===== src/rtl/snitch_muldiv_ipu.sv =====
// RV32M integer processing unit on the Snitch accelerator port. Single outstanding op.
// Define IPU_DIV_EN to build the radix-2 divider; otherwise divides report perror.
module snitch_muldiv_ipu #(
    parameter int unsigned IdWidth = 5
) (
    input  logic               clk_i,
    input  logic               rst_i,
    input  logic [31:0]        acc_qaddr_i,
    input  logic [IdWidth-1:0] acc_qid_i,
    input  logic [31:0]        acc_qdata_op_i,
    input  logic [31:0]        acc_qdata_arga_i,
    input  logic [31:0]        acc_qdata_argb_i,
    input  logic [31:0]        acc_qdata_argc_i,
    input  logic               acc_qvalid_i,
    output logic               acc_qready_o,
    output logic [31:0]        acc_pdata_o,
    output logic [IdWidth-1:0] acc_pid_o,
    output logic               acc_perror_o,
    output logic               acc_pvalid_o,
    input  logic               acc_pready_i
);

    typedef enum logic [1:0] {
        IDLE = 2'd0,
        DIV  = 2'd1,
        RESP = 2'd2
    } state_e;

    state_e             state_q, state_d;
    logic [31:0]        pdata_q, pdata_d;
    logic [IdWidth-1:0] pid_q, pid_d;
    logic               perror_q, perror_d;

    logic [2:0]  funct3_s;
    logic        is_mext_s;
    logic        is_mul_s;
    logic        sign_a_s;
    logic        sign_b_s;
    logic [65:0] mul_a_s;
    logic [65:0] mul_b_s;
    logic [65:0] prod_s;
    logic        unused_s;

    assign funct3_s  = acc_qdata_op_i[14:12];
    assign is_mext_s = (acc_qdata_op_i[6:0] == 7'b0110011) && (acc_qdata_op_i[31:25] == 7'b0000001);
    assign is_mul_s  = is_mext_s && !funct3_s[2];

    // MULH and MULHSU treat rs1 as signed; only MULH treats rs2 as signed.
    assign sign_a_s = (funct3_s == 3'b001) || (funct3_s == 3'b010);
    assign sign_b_s = (funct3_s == 3'b001);
    assign mul_a_s  = {{34{sign_a_s & acc_qdata_arga_i[31]}}, acc_qdata_arga_i};
    assign mul_b_s  = {{34{sign_b_s & acc_qdata_argb_i[31]}}, acc_qdata_argb_i};
    assign prod_s   = mul_a_s * mul_b_s;

    assign unused_s = ^{acc_qaddr_i, acc_qdata_argc_i, acc_qdata_op_i[24:15],
                        acc_qdata_op_i[11:7], prod_s[65:64]};

`ifdef IPU_DIV_EN
    logic [4:0]  cnt_q, cnt_d;
    logic [31:0] rem_q, rem_d;
    logic [31:0] quot_q, quot_d;
    logic [31:0] divisor_q, divisor_d;
    logic        neg_quot_q, neg_quot_d;
    logic        neg_rem_q, neg_rem_d;
    logic        is_rem_q, is_rem_d;
    logic        div_zero_q, div_zero_d;

    logic        is_div_s;
    logic        signed_div_s;
    logic        a_neg_s;
    logic        b_neg_s;
    logic [32:0] trial_s;
    logic [31:0] rem_next_s;
    logic [31:0] quot_next_s;
    logic [31:0] quot_fix_s;
    logic [31:0] rem_fix_s;

    assign is_div_s     = is_mext_s && funct3_s[2];
    assign signed_div_s = !funct3_s[0];
    assign a_neg_s      = signed_div_s && acc_qdata_arga_i[31];
    assign b_neg_s      = signed_div_s && acc_qdata_argb_i[31];

    // Restoring step: quot_q shifts dividend bits out at the top and quotient bits in at the bottom.
    assign trial_s = {rem_q, quot_q[31]} - {1'b0, divisor_q};

    // Select the restored or subtracted remainder for this iteration.
    always_comb begin
        rem_next_s  = {rem_q[30:0], quot_q[31]};
        quot_next_s = {quot_q[30:0], 1'b0};
        if (!trial_s[32]) begin
            rem_next_s  = trial_s[31:0];
            quot_next_s = {quot_q[30:0], 1'b1};
        end else begin
            rem_next_s  = {rem_q[30:0], quot_q[31]};
            quot_next_s = {quot_q[30:0], 1'b0};
        end
    end

    // Divide-by-zero forces an all-ones quotient; the remainder fix-up already restores the dividend.
    assign quot_fix_s = div_zero_q ? 32'hFFFF_FFFF
                                   : (neg_quot_q ? (~quot_next_s + 32'd1) : quot_next_s);
    assign rem_fix_s  = neg_rem_q ? (~rem_next_s + 32'd1) : rem_next_s;
`endif

    // Next-state and datapath update for the IDLE/DIV/RESP sequence.
    always_comb begin
        state_d  = state_q;
        pdata_d  = pdata_q;
        pid_d    = pid_q;
        perror_d = perror_q;
`ifdef IPU_DIV_EN
        cnt_d      = cnt_q;
        rem_d      = rem_q;
        quot_d     = quot_q;
        divisor_d  = divisor_q;
        neg_quot_d = neg_quot_q;
        neg_rem_d  = neg_rem_q;
        is_rem_d   = is_rem_q;
        div_zero_d = div_zero_q;
`endif
        case (state_q)
            IDLE: begin
                if (acc_qvalid_i) begin
                    pid_d    = acc_qid_i;
                    perror_d = 1'b0;
                    if (is_mul_s) begin
                        pdata_d = (funct3_s == 3'b000) ? prod_s[31:0] : prod_s[63:32];
                        state_d = RESP;
`ifdef IPU_DIV_EN
                    end else if (is_div_s) begin
                        cnt_d      = 5'd0;
                        rem_d      = 32'd0;
                        quot_d     = a_neg_s ? (~acc_qdata_arga_i + 32'd1) : acc_qdata_arga_i;
                        divisor_d  = b_neg_s ? (~acc_qdata_argb_i + 32'd1) : acc_qdata_argb_i;
                        neg_quot_d = a_neg_s ^ b_neg_s;
                        neg_rem_d  = a_neg_s;
                        is_rem_d   = funct3_s[1];
                        div_zero_d = (acc_qdata_argb_i == 32'd0);
                        state_d    = DIV;
`endif
                    end else begin
                        pdata_d  = 32'd0;
                        perror_d = 1'b1;
                        state_d  = RESP;
                    end
                end else begin
                    state_d = IDLE;
                end
            end
            DIV: begin
`ifdef IPU_DIV_EN
                cnt_d  = cnt_q + 5'd1;
                rem_d  = rem_next_s;
                quot_d = quot_next_s;
                if (cnt_q == 5'd31) begin
                    pdata_d = is_rem_q ? rem_fix_s : quot_fix_s;
                    state_d = RESP;
                end else begin
                    state_d = DIV;
                end
`else
                state_d = IDLE;
`endif
            end
            RESP: begin
                if (acc_pready_i) begin
                    state_d = IDLE;
                end else begin
                    state_d = RESP;
                end
            end
            default: begin
                state_d = IDLE;
            end
        endcase
    end

    // State and result registers; reset drops any in-flight operation.
    always_ff @(posedge clk_i or posedge rst_i) begin
        if (rst_i) begin
            state_q  <= IDLE;
            pdata_q  <= 32'd0;
            pid_q    <= '0;
            perror_q <= 1'b0;
`ifdef IPU_DIV_EN
            cnt_q      <= 5'd0;
            rem_q      <= 32'd0;
            quot_q     <= 32'd0;
            divisor_q  <= 32'd0;
            neg_quot_q <= 1'b0;
            neg_rem_q  <= 1'b0;
            is_rem_q   <= 1'b0;
            div_zero_q <= 1'b0;
`endif
        end else begin
            state_q  <= state_d;
            pdata_q  <= pdata_d;
            pid_q    <= pid_d;
            perror_q <= perror_d;
`ifdef IPU_DIV_EN
            cnt_q      <= cnt_d;
            rem_q      <= rem_d;
            quot_q     <= quot_d;
            divisor_q  <= divisor_d;
            neg_quot_q <= neg_quot_d;
            neg_rem_q  <= neg_rem_d;
            is_rem_q   <= is_rem_d;
            div_zero_q <= div_zero_d;
`endif
        end
    end

    assign acc_qready_o = (state_q == IDLE);
    assign acc_pvalid_o = (state_q == RESP);
    assign acc_pdata_o  = pdata_q;
    assign acc_pid_o    = pid_q;
    assign acc_perror_o = perror_q;

endmodule


===== config.mk =====
export PLATFORM = sky130hd
export DESIGN_NAME = snitch_muldiv_ipu
export DESIGN_NICKNAME = d
export VERILOG_FILES = /design/src/rtl/snitch_muldiv_ipu.sv
export SDC_FILE = /design/constraint.sdc
export NUM_CORES = 2
export LEC_CHECK = 0
export CORE_MARGIN = 10
export CORE_UTILIZATION = 35
export DETAILED_ROUTE_END_ITERATION = 8
export PLACE_DENSITY = 0.55
export SLEW_MARGIN = 10
export SYNTH_ARGS = -nofsm -noshare
export SYNTH_HDL_FRONTEND = slang
export SYNTH_SLANG_ARGS = --single-unit

===== constraint.sdc =====
create_clock -name clk_i -period 2 [get_ports clk_i]
set_input_delay 0.3 -clock clk_i [delete_from_list [all_inputs] [get_ports clk_i]]
set_output_delay 0.3 -clock clk_i [all_outputs]
set_load 0.02 [all_outputs]

# After elaboration in Yosys (flattened, before gate mapping)
# Cells that the tools add are included.
# word_totals
ff_bits,40
in_bits,169
output_inout_bits,40
wordCells,25
# classes
mul,1
eq_ne,5
muxes,6
bitwise_logic,2
reduce_logical,7
# op_table
operator,n
$mul 33x33->64,1
$mux 32,2
$eq 7x1->1 const B,1
$eq 7x6->1 const B,1
$mux 2,2
$pmux 2 s2,1
$eq 3x1->1 const B,1
$eq 3x2->1 const B,1
$logic_not 3->1,1
$and 1x1->1,2
$eq 2x2->1 const B,1
$logic_and 1x1->1,2
$logic_not 2->1,1
$reduce_and 2->1,1
$logic_not 1->1,1
$logic_or 1x1->1,1
$mux 1,1

# Depth between registers and ports, before layout
# depth
depth_word,6
ltp_mapped,32
depth_no_buf,31

# Least setup slack after synthesis
# No wires, ideal clock.
# synth_path
path_kind,input port to flip-flop
start,input acc_qdata_op_i[13]
end,"register pdata_q[29], in the netlist acc_pdata_o[29]"
setup_ns,0.133
arrival_time_ns,8.005
required_time_ns,1.867
path_slack_ns,-6.138
stages,30
path_buffers,1
path_cell_list,xnor2_1 > nor3b_1 > clkbuf_1 > nand2_1 > fa_1 > fa_1 > inv_1 > fa_1 > inv_1 > fa_1 > inv_1 > fa_1 > fa_1 > fa_1 > inv_1 > fa_1 > inv_1 > ha_1 > a21oi_1 > nor2_1 > nor2_1 > nor2b_1 > o21a_1 > o21ai_0 > nand2b_1 > a21oi_1 > mux2i_1 > a22o_1 > a21oi_1 > o21ai_0
# synth_via
elab_chain_len,6
elab_cells_between_ends,9
cone_classes,mul: 1; eq/ne: 2; mux: 2; bitwise: 2; reduce/logical: 2
# synth_lines
item,line,text
start: declaration,10,"input logic [31:0] acc_qdata_op_i,"
$eq 3x1->1 or $eq 3x2->1 (tied branches),"49, 50",
$logic_or 1x1->1,49,assign sign_a_s = (funct3_s == 3'b001) || (funct3_s == 3'b010);
$and 1x1->1,51,"assign mul_a_s = {{34{sign_a_s & acc_qdata_arga_i[31]}}, acc_qdata_arga_i};"
$mul 33x33->64,53,assign prod_s = mul_a_s * mul_b_s;
$mux 32 (*),127,pdata_d = (funct3_s == 3'b000) ? prod_s[31:0] : prod_s[63:32];
$mux 32 (*),126,if (is_mul_s) begin
end signal: assignment,197,pdata_q <= pdata_d;
end: declaration,30,"logic [31:0] pdata_q, pdata_d;"
# Mark *: on every way between the ends. The rest lies on a longest branch, timed or not.
# A chain may end at the register's enable or synchronous reset.

# Worst setup path after layout
# layout_path
start,input acc_qdata_op_i[13]
end,"register pdata_q[31], in the netlist acc_pdata_o[31]"
# The elaborated chain is that of the path after synthesis.

==> summary.md <==
| Metric | Value |
|---|---|
| Yosys warning count | 0 |
| I/O Pins | 209 |
| Setup ws final | -5610 ps |
| Clk root buf | clkbuf_16 |
| RSZ-0062 raised after global routing | true |
| CP Capture Type | flip-flop |
| Die Height | 355 microns |
| Synth Flop Type | dfrtp_1 |
| Synth cell types | 62 |
| Setup-failing EPs final | 32 |
| Setup crit start kind | primary input |
| WL final | 124 mm |
| Max Clock Skew | 2.48 ps |
| Grt total ovfl | 0 |
| EDFF count, synth | 0 |
| H-tree levels | 2 |
| Initial antenna violation count | 10 |
| Most used cell, CP | fa_1 |
| Die Wd | 355 microns |
| Total Nets Final | 6,466 |
| Crit-path max cell delay | 620 ps |
| Routed via count | 30,621 |
| First-pass GRT wire length | 196 mm |
| Final Hold Vio Count | 0 |
| Max-slew violations | 0 |
| GRT met2 Usage | 0.360 |
| Clk Latency, worst-skew pair | 280 ps |
| TritonCTS Buffers | 5 |
| Post-synth ARST share | 1.00 |
| DR pass1 iterations | 7 |
| Initial cell density of the core | 0.354 |
| Worst Setup Path Type | primary input to flip-flop |
| Max Root-Sink Buffers | 2 |
| Post-synth net total | 5,838 |
| DPL Wire Length | 100 mm |
| Hold crit path type | primary input to async pin |
| GRT met3 Usage | 0.0150 |
| Routability cong. | 0.843 |
| CORE AREA | 111,000 sq um |
| Maxcap violations | 0 |
| CTS tree | yes |
| Busiest grt layer | met2 |
| Hold-fix buffers, CTS | 0 |
| GR Util met1 | 0.253 |
| Fillers | 10,783 |
| Max-slew headroom | 0.640 |
| DP Cell Count | 6,258 |
| Mapped Area | 39,300 sq um |
| Largest net degree at the start of global routing | 40 |
| Final ANT Viol Nets | 0 |
| Status | finished with violations |
| Max Clk Rate | 131 MHz |
| Fin crit share | 3.81 |
| DR iter-0 viols | 1,507 |
| Fin crit period | 7610 ps |
| CP max-delay cell | fa_2 |
| Via density | 4.75 |
| Syn_area_per_cell | 9.08 sq um |
| Mapped Cells | 4,332 |
| Layout cells sized above 1 | 0.234 |
| Total track usage | 0.199 |
| WP data arrival | 7780 ps |
| CP Max Fanout | 7 |
| Post-Layout Cell Count | 6,450 |
| Row count | 122 |
| Vias in the first global route | 33,622 |
| Die Area | 126,000 sq um |
| Drc violations | 0 |
| IO Port Bufs | 129 |
| Wire per inst | 19.2 microns |
| Sequential area share after synthesis | 0.0248 |
| Failing checks | setup timing |
| Worst hold margin | 459 ps |
| Reg clk slew, reported paths | 60 ps |
| Synth Register Bits | 39 |
| Worst-margin pin slew | 540 ps |
| WP data required | 2160 ps |
| TritonCTS Sinks | 39 |
| Area grow syn2layout | 29.7% |
-- what timing repair did --
action	CTS	global route
endpoints found under the hold margin	0	0
endpoints found under the setup margin	32	33
resized for setup	525	225
cloned	19	4
setup buffers	136	46
pin swaps	251	241
-- flip-flops by register name (all words and copies together), names as in the netlist --
name / cells
acc_pdata_o: 32
acc_pid_o: 5
acc_perror_o: 1
state_q: 1
-- cells by family after synthesis --
kind of cell               share of synthesized area
and+or+nand+nor                                0.142
adders and majority gates                      0.640
muxes                                        0.00273
AOI/OAI and AO/OA                             0.0405
buffers and inverters                          0.133
xor gates and xnor gates                      0.0165
DFF                                           0.0248
-- worst paths after layout --
path                                    to  slack, ps               start  cells past startpoint
max in group asynchronous  acc_pdata_o[17]       1170               rst_i                      3
min in group clk_i         acc_pdata_o[14]        490     acc_pdata_o[14]                      2
setup reg to reg           acc_pdata_o[24]          0          state_q[1]                      9
hold reg to reg            acc_pdata_o[14]        490     acc_pdata_o[14]                      2
setup / recovery           acc_pdata_o[31]      -5610  acc_qdata_op_i[13]                     35
hold / removal                  state_q[1]        460               rst_i                      3
-- synth_stat cells (all sizes together), types with 11 or more instances --
library cell,count,area (sq um)
a21o,40,300
a21oi,59,322
a22oi,20,150
a31oi,11,68.8
and2,311,1950
clkbuf,217,815
dfrtp,39,976
fa,1125,22500
ha,212,2650
inv,1178,4420
nand2,800,3000
nor2,52,195
o21ai,66,345
or2,12,75.1
xnor2,53,464
xor2,21,184
-- metrics by stage --
step / setup WS (ps) / utilization / setup TNS (ps) / area [sq um]
6_report: -5610 / 0.459 / -170260 / 51000
5_1_grt: -5840 / 0.459 / -177270 / 51000
4_1_cts: -5820 / 0.451 / -173640 / 50100
3_5_place_dp: -6600 / 0.423 / -199010 / 47000
3_3_place_gp: -6610 / 0.423 / -197760 / 47000
2_1_floorplan: -5470 / - / -158660 / 40000
-- placed cells by master (no fill, tap or decap), types with 9 or more instances in the layout --
master / synthesis / routed
inv_1: 1178 / 1110
fa_1: 1125 / 1045
nand2_1: 800 / 765
buf_4: 0 / 489
and2_1: 310 / 286
ha_1: 212 / 159
buf_12: 0 / 95
buf_6: 0 / 91
fa_2: 0 / 80
inv_2: 0 / 65
clkdlybuf4s50_1: 0 / 62
ha_4: 0 / 45
nor2_1: 52 / 42
a21o_1: 40 / 40
dfrtp_1: 39 / 39
o21ai_1: 7 / 38
xnor2_1: 53 / 38
a21oi_2: 1 / 28
nand2_2: 0 / 28
and2_4: 1 / 25
buf_8: 0 / 25
a21oi_1: 56 / 22
a22oi_1: 20 / 20
buf_2: 1 / 18
xor2_1: 21 / 17
o21ai_2: 1 / 15
bufbuf_16: 0 / 14
dlygate4sd2_1: 0 / 13
o21ai_0: 57 / 12
xnor2_2: 0 / 12
dlymetal6s2s_1: 0 / 10
nand4_1: 9 / 9
a21oi_4: 2 / 9
or2_2: 12 / 9
clkbuf_16: 0 / 9
-- routing by layer --
layer  share of wire  routed length [microns]  up-vias
met5         0.00011                       14        -
met1            0.40                    50200    16211
met3           0.041                     5090      169
met4           0.036                     4450        2
li1                -                        -    13510
met2            0.52                    64300      729
-- worst max-delay path, delay by kind of cell --
kind	cells	cell delay (ps)
fa+ha+maj	9	4420
buf+inv	12	1210
xor+xnor	2	340
compound gates	8	1170
simple gates	4	360
-- final cells by class --
cell class | instances | area (sq um) | area share
tap | 1488 | 1860 | 0.0365
timing repair buffer | 840 | 8770 | 0.172
antenna | 1 | 2.50 | 0.0000490
sequential | 39 | 976 | 0.0191
clock buffer | 6 | 139 | 0.00272
clock inverter | 2 | 35.0 | 0.000687
inverter | 1178 | 4430 | 0.0868
multi-input combinational | 2896 | 34800 | 0.682
Power is not shown: default switching activity piles up to over one toggle a cycle in this logic, so the estimate is an artifact.
